### src/rtl/jtframe_dwnld_pkg.sv
// jtframe_dwnld_pkg: drain FSM states, FIFO entry layout and lane masks shared by the download buffer.
package jtframe_dwnld_pkg;
    typedef enum logic [1:0] {IDLE, REQ, WAIT} state_t;
    typedef struct packed {
        logic [1:0]  ba;
        logic [21:0] addr;
        logic [15:0] data;
        logic [1:0]  mask;
    } entry_t;
    localparam logic [1:0] MASK_HI = 2'b01;
    localparam logic [1:0] MASK_LO = 2'b10;
endpackage

### src/rtl/jtframe_dwnld_fifo.sv
// jtframe_dwnld_fifo: synchronous FIFO of SDRAM byte-writes.
// A push into a full FIFO is accepted only when a pop happens in the same cycle.
module jtframe_dwnld_fifo
    import jtframe_dwnld_pkg::*;
#(
    parameter int DEPTH = 8,
    localparam int AW = $clog2(DEPTH)
)(
    input  logic        clk,
    input  logic        rst_n,
    input  logic        push,
    input  logic        pop,
    input  entry_t      din,
    output entry_t      dout,
    output logic        full,
    output logic        empty,
    output logic [AW:0] count
);
    entry_t        mem [DEPTH];
    logic [AW-1:0] wp_q, rp_q;
    logic [AW:0]   cnt_q, cnt_d;
    logic          wr, rd;

    assign empty = cnt_q == '0;
    assign full  = cnt_q == (AW+1)'(DEPTH);
    assign rd    = pop & ~empty;
    assign wr    = push & (~full | rd);
    assign cnt_d = cnt_q + (AW+1)'(wr) - (AW+1)'(rd);
    assign dout  = mem[rp_q];
    assign count = cnt_q;

    always_ff @(posedge clk)
        if (wr) mem[wp_q] <= din;

    // Pointers are AW bits wide, so they wrap modulo DEPTH on their own
    always_ff @(posedge clk or negedge rst_n)
        if (!rst_n) begin
            wp_q  <= '0;
            rp_q  <= '0;
            cnt_q <= '0;
        end else begin
            if (wr) wp_q <= wp_q + 1'b1;
            if (rd) rp_q <= rp_q + 1'b1;
            cnt_q <= cnt_d;
        end
endmodule

### src/rtl/jtframe_dwnld_buf.sv
// jtframe_dwnld_buf: ioctl byte stream to SDRAM prog bus, buffered through a FIFO and drained by a we/ack/rdy FSM.
// Optional PROM bypass enabled by defining JTFRAME_DWNLD_PROM_EN.
module jtframe_dwnld_buf
    import jtframe_dwnld_pkg::*;
#(
    parameter logic [24:0] BA1_START  = 25'h100000,
    parameter logic [24:0] BA2_START  = 25'h200000,
    parameter logic [24:0] BA3_START  = 25'h300000,
    parameter logic [24:0] PROM_START = 25'h400000,
    parameter bit          SWAB       = 1'b1,
    parameter int          DEPTH      = 8
)(
    input  logic        clk,
    input  logic        rst_n,
    input  logic        downloading,
    input  logic [24:0] ioctl_addr,
    input  logic [7:0]  ioctl_dout,
    input  logic        ioctl_wr,
    output logic [21:0] prog_addr,
    output logic [15:0] prog_data,
    output logic [1:0]  prog_mask,
    output logic [1:0]  prog_ba,
    output logic        prog_we,
    output logic        prog_rd,
    input  logic        prog_ack,
    input  logic        prog_rdy,
    output logic        prom_we,
    output logic        dwnld_busy,
    output logic        overflow
);
    localparam int AW = $clog2(DEPTH);

    state_t      state_q;
    entry_t      din, head;
    logic [1:0]  ba;
    logic [24:0] base;
    logic [22:0] off;
    logic [AW:0] cnt;
    logic        full, empty, push, pop, is_prom;
    logic [15:0] prog_data_q;
    logic        dl_q, ovf_q, busy_q;

    always_comb begin
        ba   = ioctl_addr >= BA3_START ? 2'd3 : ioctl_addr >= BA2_START ? 2'd2 :
               ioctl_addr >= BA1_START ? 2'd1 : 2'd0;
        base = ba == 2'd3 ? BA3_START : ba == 2'd2 ? BA2_START : ba == 2'd1 ? BA1_START : '0;
    end

    assign off = 23'(ioctl_addr - base);
    assign din = '{ba: ba, addr: off[22:1], data: {2{ioctl_dout}},
                   mask: off[0] ^ ~SWAB ? MASK_LO : MASK_HI};
    assign push = ioctl_wr & downloading & ~is_prom;
    assign pop  = state_q == REQ & prog_ack;
    assign prog_rd    = 1'b0;
    assign dwnld_busy = busy_q;
    assign overflow   = ovf_q;

`ifdef JTFRAME_DWNLD_PROM_EN
    logic       prom_we_q;
    logic [7:0] prom_data_q;
    assign is_prom = ioctl_addr >= PROM_START;
    assign prom_we = prom_we_q;
    // PROM byte shares the low lane only while no SDRAM request is being presented
    assign prog_data = state_q == IDLE ? {prog_data_q[15:8], prom_data_q} : prog_data_q;
    always_ff @(posedge clk or negedge rst_n)
        if (!rst_n) begin
            prom_we_q   <= 1'b0;
            prom_data_q <= '0;
        end else begin
            prom_we_q <= ioctl_wr & downloading & is_prom;
            if (ioctl_wr & downloading & is_prom) prom_data_q <= ioctl_dout;
        end
`else
    assign is_prom   = 1'b0 && ioctl_addr >= PROM_START;
    assign prom_we   = 1'b0;
    assign prog_data = prog_data_q;
`endif

    jtframe_dwnld_fifo #(.DEPTH(DEPTH)) u_fifo (
        .clk   (clk),
        .rst_n (rst_n),
        .push  (push),
        .pop   (pop),
        .din   (din),
        .dout  (head),
        .full  (full),
        .empty (empty),
        .count (cnt)
    );

    always_ff @(posedge clk or negedge rst_n)
        if (!rst_n) begin
            state_q     <= IDLE;
            prog_we     <= 1'b0;
            prog_ba     <= '0;
            prog_addr   <= '0;
            prog_data_q <= '0;
            prog_mask   <= 2'b11;
        end else begin
            case (state_q)
                IDLE: if (!empty) begin
                    {prog_ba, prog_addr, prog_data_q, prog_mask} <= head;
                    prog_we <= 1'b1;
                    state_q <= REQ;
                end
                REQ: if (prog_ack) begin
                    prog_we <= 1'b0;
                    state_q <= prog_rdy ? IDLE : WAIT;
                end
                WAIT: if (prog_rdy) state_q <= IDLE;
                default: state_q <= IDLE;
            endcase
        end

    always_ff @(posedge clk or negedge rst_n)
        if (!rst_n) begin
            dl_q   <= 1'b0;
            ovf_q  <= 1'b0;
            busy_q <= 1'b0;
        end else begin
            dl_q   <= downloading;
            busy_q <= downloading | cnt != '0 | state_q != IDLE;
            if (downloading & ~dl_q) ovf_q <= 1'b0;
            else if (push & full & ~pop) ovf_q <= 1'b1;
        end
endmodule

### config.mk
export PLATFORM = sky130hd
export DESIGN_NAME = jtframe_dwnld_buf
export DESIGN_NICKNAME = d
export VERILOG_FILES = /design/src/rtl/jtframe_dwnld_pkg.sv /design/src/rtl/jtframe_dwnld_fifo.sv /design/src/rtl/jtframe_dwnld_buf.sv
export SDC_FILE = /design/constraint.sdc
export NUM_CORES = 1
export LEC_CHECK = 0
export CAP_MARGIN = 30
export CORE_MARGIN = 5
export CORE_UTILIZATION = 55
export DETAILED_ROUTE_END_ITERATION = 12
export HOLD_SLACK_MARGIN = 0.1
export MAX_ROUTING_LAYER = met4
export PLACE_DENSITY = 0.74
export SYNTH_ARGS = -nofsm -noshare
export SYNTH_HDL_FRONTEND = slang
export SYNTH_HIERARCHICAL = 1
export SYNTH_SLANG_ARGS = --single-unit
export TNS_END_PERCENT = 50
### constraint.sdc
create_clock -name clk -period 15.5 [get_ports clk]
set_clock_uncertainty 0.05 [all_clocks]
set_input_delay 3.875 -clock clk [delete_from_list [all_inputs] [get_ports clk]]
set_output_delay 3.875 -clock clk [all_outputs]
set_load 0.02 [all_outputs]
==> out/qor.yml <==
run_status:
  run_status: "finished, final reports clean"
cells_and_area:
  multi_input_area_sq_um: 3420
  final_layout_size_suffix_gt1_share_pct: 31.4
  nets: 837
  layout_commonest_cell: "edfxtp_1"
  areaGrowthSynthToFinish_pct: 17.0
  layout_common_cells: "edfxtp_1 (336), mux2_2 (83), clkdlybuf4s50_1 (82)"
  layout.filler_cells: 1723
  final_core_util_pct: 65.6
  ff_latch_area_sq_um: 11600
  fin_cells: 1192
floorplanning:
  rows: 60
  core-area_sq_um: 27100
  io_pins: 86
  die_area_sq_um: 31100
  start_util_pct: 56.1
  die_h_um: 176
  fp.dieW_um: 176
timing:
  slew_headroom_pct: 40.3
  rsz0062_at_grt: "false"
  tightest_slew_ns: 0.896
  fmax_mhz: 163
  timing_hold_violations_final: 0
  setup_violations: 0
  min_period_ns: 6.13
  maxSlewViolCount: 0
  setup-tns-final_ns: 0
  post-route-period-util_pct: 39.6
worst_setup_path:
  worstSetupPathType: "primary input to register"
  arrival_ns: 6.24
  crit_path_end_kind: "register"
  crit_path_start_kind: "primary input"
  required_ns: 15.61
  critPathMaxFanout: 27
clock_network:
  clock_latency_ns: 0.51
  cts_buffers: 40
  clk_pin_slew_ns: 0.06
  cts_setup_buffers: 0
  cts.sinks: 394
  cts_buffer_depth: 3
  cts_root_buf: "clkbuf_16"
  cts_resized: 0
  cts_hold_buffers: 0
  cts_tree: "done"
  cts_max_level: 2
detailed_routing:
  drtAntennaViolNets: 0
  drt-initial-drc-count: 493
  remaining_drc_errors: 0
  via_count: 6912
  vias_per_cell: 5.80
  drt_pre_antenna_iters: 5
  wl_per_cell_um: 24.4
  wl_um: 29100
yosys:
  syn_area_sq_um: 15200
  ys.flop_type: "edfxtp_1"
  ys_warn_count: 6
  synth_cell_types: 39
  synth.avg_cell_area_sq_um: 22.7
  ys_seq_area_share_pct: 76.0
  ys_ff_latch: 394
  syn-instance-count: 671
  synth_edf_count: 336
  ys_async_sr_fraction_pct: 14.7
global_route:
  gr-usage-all-layers_pct: 19.8
  globalRouteOverflowTotal: 0
  antenna_found_initial: 2
  grt_max_degree: 61
  grt_pass1_vias: 7591
  grt_pass1_wl_um: 45500
pwr:
  ir_drop_mv: 0.118
  p_total_mw: 3.30
  p_per_area_nw_per_um2: 185
  leakage_nw: 5.91
placement:
  hpwlAfterDp_um: 16100
  port_buffers: 83
  gp_congestion: 0.791
  placedCellCount: 1117
job:
  cap_violations: 0
worst_hold_path:
  worstHoldPathType: "register to register"
synthesized netlist by cell type (4+ instances only):
cell type | number | area [sq um]
buf_1 | 5 | 18.8
buf_2 | 6 | 30.0
buf_6 | 8 | 90.1
clkbuf_1 | 6 | 22.5
dfrtp_1 | 56 | 1400
edfxtp_1 | 336 | 10100
ha_1 | 8 | 100
inv_1 | 12 | 45.0
mux2_2 | 83 | 935
mux4_1 | 5 | 131
mux4_2 | 79 | 1780
nand2_1 | 5 | 18.8
nand2b_1 | 5 | 31.3
nor2_1 | 4 | 15.0
nor3_1 | 7 | 35.0
nor4_1 | 4 | 25.0
xnor2_1 | 5 | 43.8
power by group:
| part | internal, mW | leakage, nW | switching (mW) | total [mW] |
|---|---|---|---|---|
| clock | 0.563 | 0.619 | 0.380 | 0.943 |
| sequential | 1.31 | 3.70 | 0.106 | 1.41 |
| combinational | 0.514 | 1.59 | 0.430 | 0.944 |
| total | 2.38 | 5.91 | 0.916 | 3.30 |
metrics by stage:
step,hold WS [ns],cell area (sq um),setup WS [ns]
floorplan,0.391,15200,6.45
global placement,0.419,16500,8.96
detailed placement,0.429,16500,8.82
CTS,0.442,17800,9.37
global route,0.469,17800,9.20
finish,0.435,17800,9.37
critical path, cell delays in order:
cell	delay (ns)
clkdlybuf4s50_1	0.49
nand3b_1	0.14
inv_1	0.13
nor2b_1	0.23
nor2_1	0.21
nor3_2	0.62
buf_4	0.52
final cells by class:
cell class | count | share of cell area, %
sequential | 394 | 64.9
multi-input combinational | 236 | 19.2
clock buffer | 52 | 6.11
timing repair buffer | 104 | 5.64
tap | 372 | 2.62
clock inverter | 20 | 1.19
inverter | 12 | 0.253
antenna | 2 | 0.0281
sequential cells by signal, summed over array words and instances (netlist names), 2 cells and up:
name,count
u_fifo/mem,336
prog_data,16
prog_ba,2
prog_mask,2
u_fifo/wp_q,3
state_q,2
u_fifo/rp_q,3
u_fifo/count,4
prog_addr,22
path summary, 6_finish.rpt:
check,from,to,slack (ns),depth (start not counted)
worst max-delay path,prog_ack,u_fifo/mem[1][3],9.37,7
worst min-delay path,prog_data[13],prog_data[13],0.43,1
worst max register to register,u_fifo/count[2],u_fifo/count[2],12.55,9
worst min register to register,prog_data[13],prog_data[13],0.43,1
max in group asynchronous,rst_n,u_fifo/rp_q[1],11.23,2
min in group asynchronous,rst_n,prog_addr[2],3.51,2
metal layers:
metal / global-route usage (%) / vias up / share of wire, %
met3: 2.85 / 49 / 4.4
li1: - / 2990 / -
met2: 33.2 / 197 / 53
met5: - / - / 0
met1: 26.0 / 3676 / 40
met4: 5.39 / 0 / 2.3
cell families after synthesis:
kind of cell	count (synthesis)	share of synthesized area, %
xor gates and xnor gates	7	0.403
buffers and inverters	42	1.85
DFF	394	76.0
AOI/OAI and AO/OA	8	0.329
adders and majority gates	10	0.922
and+or+nand+nor	38	1.51
muxes	171	19.0
other	1	0.0247
Power figures use the tool's default switching activity.
